==> config.mk <==
export PLATFORM = sky130hd
export DESIGN_NAME = caliptra_apb_initiator
export DESIGN_NICKNAME = d
export VERILOG_FILES = /design/src/rtl/caliptra_apb_init_pkg.sv /design/src/rtl/caliptra_apb_init_fifo.sv /design/src/rtl/caliptra_apb_initiator.sv
export SDC_FILE = /design/constraint.sdc
export NUM_CORES = 1
export LEC_CHECK = 0
export CORE_MARGIN = 8
export CORE_UTILIZATION = 30
export CTS_BUF_LIST = sky130_fd_sc_hd__clkbuf_16
export DETAILED_ROUTE_END_ITERATION = 7
export SYNTH_ARGS = -nofsm -noshare
export SYNTH_HDL_FRONTEND = slang
export SYNTH_SLANG_ARGS = --single-unit
==> constraint.sdc <==
create_clock -name clk -period 4.8 [get_ports clk]
set_input_delay 0.48 -clock clk [delete_from_list [all_inputs] [get_ports clk]]
set_output_delay 0.48 -clock clk [all_outputs]
set_load 0.1 [all_outputs]
==> src/rtl/caliptra_apb_init_pkg.sv <==
// Shared types and constants for caliptra_apb_initiator.
// Bus widths come from CALIPTRA_APB_{ADDR,DATA,USER}_WIDTH and default to 32 bits.
`ifndef CALIPTRA_APB_ADDR_WIDTH
`define CALIPTRA_APB_ADDR_WIDTH 32
`endif
`ifndef CALIPTRA_APB_DATA_WIDTH
`define CALIPTRA_APB_DATA_WIDTH 32
`endif
`ifndef CALIPTRA_APB_USER_WIDTH
`define CALIPTRA_APB_USER_WIDTH 32
`endif

package caliptra_apb_init_pkg;

  localparam int unsigned APB_ADDR_W = `CALIPTRA_APB_ADDR_WIDTH;
  localparam int unsigned APB_DATA_W = `CALIPTRA_APB_DATA_WIDTH;
  localparam int unsigned APB_USER_W = `CALIPTRA_APB_USER_WIDTH;

  localparam logic [2:0] APB_PPROT_DEFAULT = 3'b000;

  typedef enum logic [1:0] {
    IDLE,
    SETUP,
    ACCESS,
    RESP
  } apb_init_state_e;

  typedef struct packed {
    logic                  write;
    logic [APB_ADDR_W-1:0] addr;
    logic [APB_DATA_W-1:0] wdata;
    logic [APB_USER_W-1:0] user;
  } apb_init_req_t;

  // Only word-aligned accesses are issued on the bus.
  function automatic logic is_misaligned(input logic [APB_ADDR_W-1:0] addr);
    return addr[1:0] != 2'b00;
  endfunction

endpackage

==> src/rtl/caliptra_apb_init_fifo.sv <==
// Synchronous request queue for caliptra_apb_initiator. Pointers carry an extra
// wrap bit so full and empty are distinguished without an occupancy counter.
module caliptra_apb_init_fifo
  import caliptra_apb_init_pkg::*;
#(
  parameter int unsigned DEPTH  = 4,
  parameter type         item_t = apb_init_req_t
) (
  input  logic  clk,
  input  logic  rst_n,
  input  logic  push_i,
  input  item_t wdata_i,
  output logic  full_o,
  input  logic  pop_i,
  output item_t rdata_o,
  output logic  empty_o
);

  localparam int unsigned PTR_W = $clog2(DEPTH);

  item_t            mem_q [DEPTH];
  logic [PTR_W:0]   wr_ptr_q;
  logic [PTR_W:0]   rd_ptr_q;
  logic             do_push;
  logic             do_pop;

  assign empty_o = (wr_ptr_q == rd_ptr_q);
  assign full_o  = (wr_ptr_q[PTR_W] != rd_ptr_q[PTR_W]) &&
                   (wr_ptr_q[PTR_W-1:0] == rd_ptr_q[PTR_W-1:0]);

  // A full queue refuses the push even when the head is popped the same cycle.
  assign do_push = push_i && !full_o;
  assign do_pop  = pop_i && !empty_o;

  // NOTE: sequential state is updated with non-blocking assignments so every
  // flop samples the pre-edge value of the others.
  always_ff @(posedge clk or negedge rst_n) begin
    if (!rst_n) begin
      wr_ptr_q <= '0;
      rd_ptr_q <= '0;
    end else begin
      if (do_push) wr_ptr_q <= wr_ptr_q + (PTR_W+1)'(1);
      if (do_pop)  rd_ptr_q <= rd_ptr_q + (PTR_W+1)'(1);
    end
  end

  // NOTE: storage is deliberately not reset; an entry is only read after it
  // has been written, and a reset-free array maps onto plain RAM/flops.
  always_ff @(posedge clk) begin
    if (do_push) mem_q[wr_ptr_q[PTR_W-1:0]] <= wdata_i;
  end

  assign rdata_o = mem_q[rd_ptr_q[PTR_W-1:0]];

endmodule

==> src/rtl/caliptra_apb_initiator.sv <==
// Queued APB requester for Caliptra's APB slave port: one transfer and one
// in-order response per request. CALIPTRA_APB_INIT_TIMEOUT_EN adds a PREADY wait limit.
module caliptra_apb_initiator
  import caliptra_apb_init_pkg::*;
#(
  parameter int unsigned ADDR_W      = APB_ADDR_W,
  parameter int unsigned DATA_W      = APB_DATA_W,
  parameter int unsigned USER_W      = APB_USER_W,
  parameter int unsigned FIFO_DEPTH  = 4
`ifdef CALIPTRA_APB_INIT_TIMEOUT_EN
  ,
  parameter int unsigned TIMEOUT_CYC = 256
`endif
) (
  input  logic              clk,
  input  logic              cptra_rst_b,
  input  logic              req_valid,
  output logic              req_ready,
  input  logic              req_write,
  input  logic [ADDR_W-1:0] req_addr,
  input  logic [DATA_W-1:0] req_wdata,
  input  logic [USER_W-1:0] req_user,
  output logic              rsp_valid,
  input  logic              rsp_ready,
  output logic [DATA_W-1:0] rsp_rdata,
  output logic              rsp_err,
  output logic              rsp_timeout,
  output logic [ADDR_W-1:0] paddr,
  output logic              pwrite,
  output logic [DATA_W-1:0] pwdata,
  output logic [USER_W-1:0] pauser,
  output logic [2:0]        pprot,
  output logic              psel,
  output logic              penable,
  input  logic [DATA_W-1:0] prdata,
  input  logic              pready,
  input  logic              pslverr,
  output logic              busy
);

  apb_init_state_e   state_q, state_d;
  apb_init_req_t     req_in, head, cur_q, cur_d;
  logic              fifo_full, fifo_empty, fifo_pop;
  logic [DATA_W-1:0] rsp_rdata_q, rsp_rdata_d;
  logic              rsp_err_q, rsp_err_d;
  logic              rsp_to_q, rsp_to_d;
  logic              apb_active;
  logic              to_hit;

  assign req_in = '{write: req_write, addr: req_addr, wdata: req_wdata, user: req_user};

  caliptra_apb_init_fifo #(
    .DEPTH  (FIFO_DEPTH),
    .item_t (apb_init_req_t)
  ) u_req_fifo (
    .clk     (clk),
    .rst_n   (cptra_rst_b),
    .push_i  (req_valid),
    .wdata_i (req_in),
    .full_o  (fifo_full),
    .pop_i   (fifo_pop),
    .rdata_o (head),
    .empty_o (fifo_empty)
  );

`ifdef CALIPTRA_APB_INIT_TIMEOUT_EN
  localparam int unsigned TO_W = $clog2(TIMEOUT_CYC + 1);

  logic [TO_W-1:0] to_cnt_q, to_cnt_d;

  // The cycle that would bring the count to TIMEOUT_CYC ends the transfer.
  assign to_hit = (state_q == ACCESS) && !pready &&
                  (to_cnt_q == TO_W'(TIMEOUT_CYC - 1));

  always_comb begin
    to_cnt_d = to_cnt_q;
    if (state_q == SETUP) begin
      to_cnt_d = '0;
    end else if ((state_q == ACCESS) && !pready && !to_hit) begin
      to_cnt_d = to_cnt_q + TO_W'(1);
    end
  end

  always_ff @(posedge clk or negedge cptra_rst_b) begin
    if (!cptra_rst_b) to_cnt_q <= '0;
    else              to_cnt_q <= to_cnt_d;
  end
`else
  assign to_hit = 1'b0;
`endif

  // NOTE: every signal written here gets its default first; a path that left
  // one unassigned would infer a latch.
  always_comb begin
    state_d     = state_q;
    cur_d       = cur_q;
    rsp_rdata_d = rsp_rdata_q;
    rsp_err_d   = rsp_err_q;
    rsp_to_d    = rsp_to_q;
    fifo_pop    = 1'b0;
    unique case (state_q)
      IDLE: begin
        if (!fifo_empty) begin
          fifo_pop = 1'b1;
          if (is_misaligned(head.addr)) begin
            state_d     = RESP;
            rsp_rdata_d = '0;
            rsp_err_d   = 1'b1;
            rsp_to_d    = 1'b0;
          end else begin
            cur_d   = head;
            state_d = SETUP;
          end
        end
      end
      SETUP: state_d = ACCESS;
      ACCESS: begin
        if (pready) begin
          state_d     = RESP;
          rsp_rdata_d = (!cur_q.write && !pslverr) ? prdata : '0;
          rsp_err_d   = pslverr;
          rsp_to_d    = 1'b0;
        end else if (to_hit) begin
          state_d     = RESP;
          rsp_rdata_d = '0;
          rsp_err_d   = 1'b1;
          rsp_to_d    = 1'b1;
        end
      end
      RESP: if (rsp_ready) state_d = IDLE;
      default: state_d = IDLE;
    endcase
  end

  always_ff @(posedge clk or negedge cptra_rst_b) begin
    if (!cptra_rst_b) begin
      state_q     <= IDLE;
      cur_q       <= '0;
      rsp_rdata_q <= '0;
      rsp_err_q   <= 1'b0;
      rsp_to_q    <= 1'b0;
    end else begin
      state_q     <= state_d;
      cur_q       <= cur_d;
      rsp_rdata_q <= rsp_rdata_d;
      rsp_err_q   <= rsp_err_d;
      rsp_to_q    <= rsp_to_d;
    end
  end

  // Bus outputs are gated by state, so an async reset drops them immediately.
  assign apb_active = (state_q == SETUP) || (state_q == ACCESS);
  assign psel       = apb_active;
  assign penable    = (state_q == ACCESS);
  assign paddr      = apb_active ? cur_q.addr : '0;
  assign pwrite     = apb_active && cur_q.write;
  assign pwdata     = (apb_active && cur_q.write) ? cur_q.wdata : '0;
  assign pauser     = apb_active ? cur_q.user : '0;
  assign pprot      = APB_PPROT_DEFAULT;

  assign req_ready   = !fifo_full;
  assign rsp_valid   = (state_q == RESP);
  assign rsp_rdata   = rsp_rdata_q;
  assign rsp_err     = rsp_err_q;
`ifdef CALIPTRA_APB_INIT_TIMEOUT_EN
  assign rsp_timeout = rsp_to_q;
`else
  assign rsp_timeout = 1'b0;
`endif
  assign busy        = !fifo_empty || (state_q != IDLE);

endmodule

After elaboration in Yosys (flattened, before gate mapping):

Memory sizes are Yosys's and may differ from the RTL's.
Cells that the tools add are included.

* flip-flop bits (word level): 138
* latch bits: 0
* RAM bits: 388
* bits in read-only memories: 0
* input bits: 135
* output and inout bits: 139
* logic and storage cells: 63
* memories: 1

* $add $sub $neg: 2
* multiply operators: 0
* divide/modulo/power cells: 0
* order comparisons: 0
* equal/unequal tests: 10
* shift-type cells: 0
* multiplexer cells: 21
* bitwise logic cells: 2
* reduce and logical (&&, ||, !) cells: 18

Memories
* u_req_fifo.mem_q: depth 4, width 97, rd ports 1, clocked after memory_dff 0, wr ports 1, RTL line caliptra_apb_init_fifo.sv:21 `item_t mem_q [DEPTH];`

Operators by type and width (count)
* 2-to-1 mux 32 bit: 7
* one-hot mux 32 bit (2 select lines): 1
* 2-to-1 mux 2 bit: 4
* one-hot mux 2 bit (4 select lines): 1
* 2-to-1 mux 1 bit: 7
* adder 3 x 1 -> 3 bit, second input constant: 2
* AND reduction 3 bit: 2
* nonzero test 2 bit: 3
* logical AND 1 bit: 5
* == test 2 bit, second input constant: 2
* zero test 1 bit: 4
* != test 2 x 1 -> 1 bit, second input constant: 2
* != test 2 bit, second input constant: 2
* AND reduction 4 bit: 1
* == test 3 bit: 1
* == test 2 x 1 -> 1 bit, second input constant: 1
* == test 2 bit: 1
* zero test 2 bit: 1
* logical OR 1 bit: 2
* inverter 1 bit: 2
* one-hot mux 1 bit (2 select lines): 1
* != test 1 bit: 1

Longest topological paths before layout:

Gate-level depths: netlist of run 1.

* word-level depth: 6
* gate-level depth with buffers: 8
* gate-level depth less buffers: 6

Hierarchy:

From an unflattened synthesis of run 1, not the netlist that was laid out.

* cell total of the unflattened synthesis: 1036
* area, all modules: 20537.2 µm²

By module, submodules not included
* caliptra_apb_init_fifo: times used 1, cells an instance 555, area each 14465.1 µm², seq. area each 11801.3 µm²
* caliptra_apb_initiator: times used 1, cells an instance 481, area each 6072.1 µm², seq. area each 3303.2 µm²

Least setup slack after synthesis of run 1:

OpenSTA, ideal clock, no wires.

* kind: reg2reg
* from: register u_req_fifo.rd_ptr_q[0]
* to: memory u_req_fifo.mem_q[3][0] in the netlist's numbering, enable pin
* setup time: 468 ps
* arrival time: 3416 ps
* data required time: 4332 ps
* path slack: 916 ps
* cell stages (with the launch flop): 5
* path buffers: 1
* clock period less this slack: 3884 ps
* cell sequence: dfrtp_1 buf_4 xnor2_1 a31oi_1 and2_1

* cells in the longest elaborated chain, start to end: 6

RTL lines
* start: declaration: RTL line caliptra_apb_init_fifo.sv:23 `logic [PTR_W:0] rd_ptr_q;`
* start signal: assignment: RTL line caliptra_apb_init_fifo.sv:43 `if (do_pop) rd_ptr_q <= rd_ptr_q + (PTR_W+1)'(1);`
* == test 2 bit: RTL line caliptra_apb_init_fifo.sv:29 `(wr_ptr_q[PTR_W-1:0] == rd_ptr_q[PTR_W-1:0]);`
* logical AND 1 bit: RTL line caliptra_apb_init_fifo.sv:28 `assign full_o = (wr_ptr_q[PTR_W] != rd_ptr_q[PTR_W]) &&`
* zero test 1 bit: RTL line caliptra_apb_init_fifo.sv:32 `assign do_push = push_i && !full_o;`
* logical AND 1 bit: RTL line caliptra_apb_init_fifo.sv:32
* 2-to-1 mux 1 bit: RTL line caliptra_apb_init_fifo.sv:50 `if (do_push) mem_q[wr_ptr_q[PTR_W-1:0]] <= wdata_i;`
* 2-to-1 mux 1 bit (implied by the code): RTL line caliptra_apb_init_fifo.sv:50
* end: declaration: RTL line caliptra_apb_init_fifo.sv:21

Every way passes these cells.

Worst setup path in the final report of run 1:

* from: register state_q[1]
* to: output port pwdata[7]

* cells in the longest elaborated chain, start to end: 4
* elaborated cells between the ends (all ways): 5
* those cells by class: eq/ne (2); mux (1); reduce/logical (2)

RTL lines
* start: declaration: RTL line caliptra_apb_initiator.sv:41 `apb_init_state_e state_q, state_d;`
* start signal: assignment: RTL line caliptra_apb_initiator.sv:143 `state_q <= state_d;`
* == test 2 x 1 -> 1 bit / == test 2 bit (equally long branches): RTL line caliptra_apb_initiator.sv:152 `assign apb_active = (state_q == SETUP) || (state_q == ACCESS);`
* logical OR 1 bit *: RTL line caliptra_apb_initiator.sv:152
* logical AND 1 bit *: RTL line caliptra_apb_initiator.sv:157 `assign pwdata = (apb_active && cur_q.write) ? cur_q.wdata : '0;`
* 2-to-1 mux 32 bit *: RTL line caliptra_apb_initiator.sv:157
* end: declaration: RTL line caliptra_apb_initiator.sv:30 `output logic [DATA_W-1:0] pwdata,`

Mark *: on every way between the ends. The rest lies on a longest branch, timed or not.

==> results of run 1 <==
path summary, 6_finish.rpt:
path | end | slack [ps] | cells after the start
max in group asynchronous | cur_q[87] | 3200 | 3
worst max-delay path | pwdata[7] | 730 | 5
worst min register to register | cur_q[18] | 470 | 1
worst max register to register | u_req_fifo.mem_q[0][71] | 1840 | 4
worst min-delay path | rsp_rdata[3] | 430 | 3
min in group asynchronous | rsp_rdata[28] | 540 | 2
per-layer routing:
layer	track usage (%)	vias up	routed length, um
met5	0	-	88
met4	3.24	14	1020
met3	3.54	88	3400
met2	19.8	283	22000
met1	16.2	5315	21100
li1	-	4531	-
cell type report:
| cell class | instances | area, um^2 | share of cell area, % |
|---|---|---|---|
| Multi-Input combinational cell | 401 | 4730 | 18.2 |
| Tap cell | 873 | 1090 | 4.20 |
| Sequential cell | 526 | 15100 | 58.2 |
| Clock inverter | 49 | 434 | 1.67 |
| Antenna cell | 2 | 5.00 | 0.0193 |
| Timing Repair Buffer | 293 | 2980 | 11.5 |
| Inverter | 42 | 158 | 0.607 |
| Clock buffer | 59 | 1480 | 5.68 |
state kept, by name, summed over array words and instances, names as in the netlist:
signal and count:
cur_q 97, rsp_err 1, rsp_rdata 32, state_q 2, u_req_fifo.mem_q 388, u_req_fifo.rd_ptr_q 3
u_req_fifo.wr_ptr_q 3
metrics by stage:
step                instances  worst slack, ps
CTS                      2243              618
global placement         2134             1330
detailed placement       2134             1300
global route             2243              485
floorplan                1024              916
finish                   2245              731
worst max-delay path, stage by stage, from the launching register on:
cell	delay [ps]
dfrtp_1	370
inv_1	90
ha_4	890
buf_4	310
and3_1	160
clkdlybuf4s50_1	1130
cells in the final DEF (no fill, tap or decap), types with 3 or more instances in the layout:
cell / netlist / routed
and2_1: 69 / 65
buf_12: 0 / 8
clkinv_4: 0 / 5
clkbuf_16: 0 / 59
clkinv_1: 0 / 14
xor2_1: 3 / 3
mux2i_1: 35 / 35
mux2_1: 28 / 28
mux4_2: 95 / 95
clkdlybuf4s50_1: 0 / 268
edfxtp_1: 388 / 388
bufinv_16: 0 / 7
xnor2_1: 5 / 5
mux2_2: 69 / 69
buf_4: 8 / 15
and2_4: 0 / 4
clkinv_2: 0 / 10
nand2_1: 33 / 33
ha_1: 8 / 7
inv_1: 42 / 51
and3_1: 32 / 32
dfrtp_1: 138 / 136
conb_1: 1 / 4
cells by family after synthesis:
family | Yosys count | synth area share [%]
flops | 526 | 74.7
mux | 227 | 17.7
simple gates | 148 | 4.36
buf+inv | 97 | 2.20
fa+ha+maj | 8 | 0.495
xor+xnor | 8 | 0.346
compound gates | 6 | 0.229
other cells | 1 | 0.0185
==> flow_metrics.py, run 1 <==
metrics = {
    "synthesis": {
        "synth_top_cell_by_area": "edfxtp_1",
        "synth_ff_type": "edfxtp_1",
        "syn_avg_cell_area_um2": 19.8,
        "yosysTopAreaCellShare_pct": 57.6,
        "synthTopCellsByArea": "edfxtp_1 (58%), dfrtp_1 (17%), mux4_2 (11%), mux2_2 (3.8%), and2_1 (2.1%)",
        "synth_common_cells": "edfxtp_1 (388), dfrtp_1 (138), mux4_2 (95)",
        "yosysWarnings": 0,
        "synth_most_common_cell": "edfxtp_1",
        "syn-cell-area_um2": 20200,
        "ys_types": 35,
        "seq_area_frac_synth_pct": 74.7,
        "synth_cells": 1021,
        "synth-seq-cells": 526,
        "async_flop_share_pct": 26.2,
        "synth-edff-count": 388,
    },
    "final_layout": {
        "drive_gt1_share_pct": 21.0,
        "fin_area_um2": 26000,
        "nFillCells": 6072,
        "nets": 1465,
        "finish.utilization_pct": 38.8,
        "area_delta_synth_final_pct": 28.4,
    },
    "floorplanning": {
        "die-area_um2": 76000,
        "core_area_um2": 66900,
        "rows": 95,
        "die_h_um": 276,
        "die_w_um": 276,
        "ios": 274,
        "start_util_pct": 30.2,
    },
    "global_routing": {
        "first_global_vias": 11200,
        "grt_max_degree": 92,
        "grt_antenna_before_repair": 9,
        "grtUsageTotal_pct": 12.3,
        "grt-ovfl-total": 0,
        "grt_pass1_wl_um": 70600,
    },
    "sta": {
        "worst_pin_slew_ps": 1270,
        "tns_ps": 0,
        "fin_crit_sh_pct": 84.8,
        "rsz0062_at_grt": "no",
        "finalSetupViolations": 0,
        "fmax_mhz": 246,
        "fin_crit_ps": 4070,
        "fin_hold_ws_ps": 427,
        "slew_violations": 0,
        "slew_headroom_pct": 15.3,
        "fin_skew_ps": 10.1,
        "hold_violations": 0,
    },
    "status": {
        "run_status": "finished clean",
    },
    "cts": {
        "insertion_delay_ps": 600,
        "h-tree-depth": 2,
        "cts_max_path_buffers": 3,
        "hold_buffers": 1,
        "clockRootBuffer": "clkbuf_16",
        "clkSinkCount": 526,
        "cts_resized": 0,
        "cts_buffers": 58,
        "cts_tree": "built",
        "clk_pin_slew_ps": 60,
        "post_cts_buffers": 0,
    },
    "worst_setup_path": {
        "arrival_ps": 3590,
        "worstSetupPathType": "reg -> out",
        "rr_startpoint": "u_req_fifo.rd_ptr_q[0]",
        "critPathLaunchType": "flop",
        "crit_path_start": "state_q[1]",
        "crit_fanout": 85,
        "required_ps": 4320,
        "worstSetupEndpointType": "primary output",
    },
    "placed_design": {
        "routabilityCongestion": 0.713,
        "numPortBuffers": 269,
        "hpwlAfterDp_um": 28400,
        "placedInstanceArea_um2": 24100,
    },
    "drt": {
        "routedWlPerCell_um": 21.2,
        "via_count": 10200,
        "drc": 0,
        "ant_nets": 0,
        "routed_via_density": 4.56,
        "drt-pass1-iter-count": 4,
        "routed_wl_um": 47600,
        "drt-initial-drc-count": 445,
    },
    "hold_path": {
        "hold_class": "in -> reg",
        "min_from": "prdata[3]",
    },
    "run": {
        "max_cap_viol_count": 0,
    },
}
Power of run 1 is not shown: default switching activity piles up to over one toggle a cycle in this logic, so the estimate is an artifact.
==> inputs of run 2 (changes only) <==
clock period = 3.82 ns   (was 4.8 ns; I/O delays follow)
==> run 2 against run 1 <==
  * Register-to-register slack got worse by 780 ps
  * Cell area decreased by 0.79%
  * Global-route usage decreased by 0.072 points
  * Setup slack improved by 49 ps
  * Die area unchanged
  * Non-clock buffer count increased by 2
  * Cell count increased by 0.22%
  * First-iteration DRC count increased by 22%
  * Via count decreased by 0.42%
  * Critical endpoint is now pauser[10]
  * Largest cell class unchanged
==> flow_metrics.py, run 2 (synthesis results as in run 1) <==
metrics = {
    "final_layout": {
        "nets": 1466,
        "instances_no_fill": 2250,
        "nFillCells": 6144,
        "area_delta_synth_final_pct": 27.4,
        "final_cell_mix": "edfxtp_1 (388), clkdlybuf4s50_1 (168), dfrtp_1 (136), buf_4 (116), mux4_2 (95)",
        "drive_gt1_share_pct": 28.6,
        "largest_register_ffs": 388,
        "mostFrequentLayoutCell": "edfxtp_1",
    },
    "sta": {
        "hold_violations": 0,
        "fmax_mhz": 329,
        "tns_ps": 0,
        "fin_crit_sh_pct": 79.6,
        "slew_headroom_pct": 17.7,
        "fin_skew_ps": 24.9,
        "rsz0062_at_grt": "no",
        "finalSetupViolations": 0,
        "fin_hold_ws_ps": 361,
        "worst_pin_slew_ps": 1230,
        "fin_crit_ps": 3040,
        "slew_violations": 0,
    },
    "worst_setup_path": {
        "rrSetupSlack_ps": 1060,
        "critPathSlowestCell": "ha_4",
        "critPathTopFamily": "adder cells",
        "cp_num_cells": 5,
        "cpPeakStageDelay_ps": 760,
        "arrival_ps": 2660,
        "critPathLaunchType": "flop",
        "worst-path-buf-inv": 3,
        "reg2regPathDepth": 4,
        "path_common_cell": "buf_4",
        "crit_fanout": 61,
        "worstSetupEndpointType": "primary output",
        "worstSetupPathType": "reg -> out",
        "required_ps": 3440,
        "worstPathCellList": "inv_1, ha_4, buf_4, and2_1, buf_4",
    },
    "drt": {
        "routed_wl_um": 47100,
        "routedWlPerCell_um": 20.9,
        "routed_via_density": 4.53,
        "via_count": 10200,
        "drc": 0,
        "ant_nets": 0,
        "drt-pass1-iter-count": 4,
        "drt-initial-drc-count": 544,
    },
    "global_routing": {
        "first_global_vias": 11200,
        "use_met1_pct": 15.9,
        "grt_max_degree": 81,
        "grt_antenna_before_repair": 11,
        "use_met3_pct": 3.81,
        "top_usage_layer": "met2",
        "grtUsageTotal_pct": 12.2,
        "grtUsageMet2_pct": 19.8,
        "grt-ovfl-total": 0,
        "grt_pass1_wl_um": 70200,
    },
    "hold_path": {
        "hold_class": "in -> reg",
        "holdPathStages": 3,
    },
    "cts": {
        "cts_buffers": 57,
        "insertion_delay_ps": 590,
        "clockRootBuffer": "clkbuf_16",
        "cts_tree": "built",
        "cts_max_path_buffers": 3,
        "clkSinkCount": 526,
        "h-tree-depth": 2,
        "clk_pin_slew_ps": 60,
    },
    "placed_design": {
        "placed_cells": 2136,
        "routabilityCongestion": 0.708,
        "numPortBuffers": 269,
        "hpwlAfterDp_um": 28400,
    },
    "floorplanning": {
        "start_util_pct": 30.2,
        "rows": 95,
        "core_area_um2": 66900,
        "ios": 274,
        "die-area_um2": 76000,
        "die_w_um": 276,
        "die_h_um": 276,
    },
    "status": {
        "run_status": "finished clean",
    },
    "run": {
        "max_cap_viol_count": 0,
    },
}
-- run 2: cell types whose count changed in the layout (fill, tap and decap cells not counted), moves of 3 or more --
cell | previous run | this run
clkinv_2 | 10 | 13
clkdlybuf4s50_1 | 268 | 168
clkinv_1 | 14 | 9
buf_4 | 15 | 116
diode_2 | 2 | 5
-- run 2: final timing paths --
| kind | startpoint | end |
|---|---|---|
| hold / removal | prdata[1] | rsp_rdata[1] |
| max in group asynchronous | cptra_rst_b | rsp_rdata[31] |
| hold reg to reg | cur_q[93] | cur_q[93] |
| min in group asynchronous | cptra_rst_b | rsp_rdata[25] |
| setup reg to reg | u_req_fifo.rd_ptr_q[1] | u_req_fifo.mem_q[1][64] |
| setup / recovery | state_q[1] | pauser[10] |
-- run 2: metrics by stage --
stage | instance area [um^2] | util [%] | setup slack (ps)
after floorplan | 20200 | - | 829
after detailed placement | 23800 | 35.6 | 957
after global placement | 23800 | 35.6 | 1020
after CTS | 25800 | 38.5 | 583
final | 25800 | 38.5 | 780
after global routing | 25800 | 38.5 | 513
-- run 2: cell type report --
class / instances / area, um^2 / area share (%)
clock buffer: 59 / 1480 / 5.73
tap: 873 / 1090 / 4.24
timing repair buffer: 295 / 2750 / 10.7
inverter: 42 / 158 / 0.612
multi-input combinational: 401 / 4730 / 18.3
sequential: 526 / 15100 / 58.6
antenna: 5 / 12.5 / 0.0485
clock inverter: 49 / 445 / 1.73
-- run 2: layer usage --
metal  wire, um  up-vias
li1           -     4533
met1      20600     5285
met2      22000      294
met3       3650       64
met4        757       12
met5         70        -
-- run 2: worst reg2reg max path, cell delays in order (launching register included) --
cell and delay, ps:
dfrtp_4 620, xnor2_1 250, a31oi_1 580, and2_4 520, buf_12 360
-- run 2: repair_timing --
item,4_1_cts,5_1_grt
hold buffers,1,0
endpoints found under the hold margin,77,0
buffers inserted,0,0
resized for setup,0,0
Power of run 2 is left out for the same reason.
==> inputs of run 3 (changes only) <==
clock period = 2.7 ns   (was 3.82 ns; I/O delays follow)
==> run 3 against run 2 <==
  * Cell area increased by 4.1%
  * Utilization is 1.6 points higher
  * Critical path type unchanged
  * Cell count is 0.13% lower
  * First-iteration DRC count shrank 12%
  * Hold slack got worse by 120 ps
==> flow_metrics.py, run 3 (synthesis results as in run 1) <==
metrics = {
    "cts": {
        "clkSinkCount": 526,
        "h-tree-depth": 2,
        "clockRootBuffer": "clkbuf_16",
        "cts_tree": "built",
        "post_cts_buffers": 0,
        "cts_buffers": 56,
        "cts_max_path_buffers": 3,
        "insertion_delay_ps": 590,
        "clk_pin_slew_ps": 60,
    },
    "sta": {
        "worst_pin_slew_ps": 742,
        "fin_crit_ps": 2480,
        "hold_violations": 0,
        "fin_skew_ps": 16.6,
        "slew_violations": 0,
        "layout_setup_ws_ps": 216,
        "fin_crit_sh_pct": 92.0,
        "slew_headroom_pct": 50.5,
        "rsz0062_at_grt": "no",
        "fmax_mhz": 403,
        "finalSetupViolations": 0,
    },
    "drt": {
        "routed_wl_um": 47100,
        "ant_nets": 0,
        "drt-initial-drc-count": 479,
        "routedWlPerCell_um": 20.9,
        "routed_via_density": 4.53,
        "drc": 0,
        "drt-pass1-iter-count": 4,
        "via_count": 10200,
    },
    "floorplanning": {
        "ios": 274,
        "die_h_um": 276,
        "die-area_um2": 76000,
        "start_util_pct": 30.2,
        "core_area_um2": 66900,
        "die_w_um": 276,
        "rows": 95,
    },
    "worst_setup_path": {
        "required_ps": 2430,
        "worstSetupPathType": "reg -> out",
        "arrival_ps": 2210,
        "worstSetupEndpointType": "primary output",
        "crit_fanout": 23,
        "critPathLaunchType": "flop",
    },
    "placed_design": {
        "numPortBuffers": 269,
        "placedInstanceArea_um2": 25000,
        "hpwlAfterDp_um": 28500,
        "place_ws_ps": 440,
        "routabilityCongestion": 0.704,
    },
    "final_layout": {
        "nets": 1468,
        "largest_register_ffs": 388,
        "finish.utilization_pct": 40.1,
        "drive_gt1_share_pct": 31.3,
        "mostFrequentLayoutCell": "edfxtp_1",
        "nFillCells": 5935,
        "fin_area_um2": 26800,
        "area_delta_synth_final_pct": 32.6,
        "final_cell_mix": "edfxtp_1 (388), dfrtp_1 (136), clkdlybuf4s50_1 (133), buf_12 (101), mux4_2 (95)",
    },
    "global_routing": {
        "grt_antenna_before_repair": 7,
        "first_global_vias": 11100,
        "grt_pass1_wl_um": 70100,
        "grt-ovfl-total": 0,
        "grtUsageTotal_pct": 12.3,
        "grt_max_degree": 69,
    },
    "hold_path": {
        "hold_class": "in -> async",
    },
    "status": {
        "run_status": "finished clean",
    },
    "run": {
        "max_cap_viol_count": 0,
    },
}
-- run 3: cell types whose count changed in the layout (fill, tap and decap cells not counted), sizes merged --
cell           previous run  this run
clkinv                   25        28
clkbuf                   59        56
diode                     5         1
clkdlybuf4s50           168       133
bufinv                    8         7
inv                      54        53
buf                     126       164
-- run 3: final timing paths --
kind / startpoint / endpoint / slack [ps] / depth (start not counted)
min in group clk: prdata[27] / rsp_rdata[27] / 240 / 3
max: state_q[1] / pwdata[15] / 220 / 5
max in group asynchronous: cptra_rst_b / u_req_fifo.rd_ptr_q[0] / 1700 / 3
min: cptra_rst_b / rsp_rdata[24] / 240 / 2
max reg2reg: u_req_fifo.rd_ptr_q[0] / cur_q[77] / 470 / 5
min reg2reg: cur_q[17] / cur_q[17] / 470 / 1
-- run 3: final cells by class --
cell class	instances	area, um^2	share of cell area (%)
antenna	1	2.50	0.00933
clock buffer	56	1400	5.22
clock inverter	50	447	1.67
inverter	42	158	0.588
multi-input combinational	401	4770	17.8
sequential	526	15100	56.3
tap	873	1090	4.07
timing repair buffer	298	3840	14.3
-- run 3: layer usage --
| layer | global-route usage [%] | up-vias | part of all wire, % |
|---|---|---|---|
| met3 | 3.56 | 71 | 7.0 |
| met4 | 2.81 | 8 | 1.7 |
| met1 | 15.8 | 5297 | 43 |
| met2 | 20.4 | 267 | 48 |
| met5 | 0 | - | 0.12 |
| li1 | - | 4531 | - |
-- run 3: worst max-delay path: stages, from the launching register on --
cell and delay [ps]:
dfrtp_1 370, inv_1 90, ha_4 420, buf_6 250
and3_1 280, buf_12 200
-- run 3: through the flow --
stage | hold WS, ps | std cells | TNS, ps
3_5_place_dp | 305 | 2139 | 0
2_1_floorplan | -25.6 | 1024 | -22110
5_1_grt | 218 | 2246 | 0
3_3_place_gp | 302 | 2139 | 0
6_report | 239 | 2247 | 0
4_1_cts | 186 | 2246 | 0
-- run 3: timing repair --
action | CTS | global route
setup endpoints to repair | 2 | 0
resized for setup | 1 | 0
hold endpoints to repair | 49 | 0
hold buffers | 1 | 0
Power of run 3 is left out for the same reason.
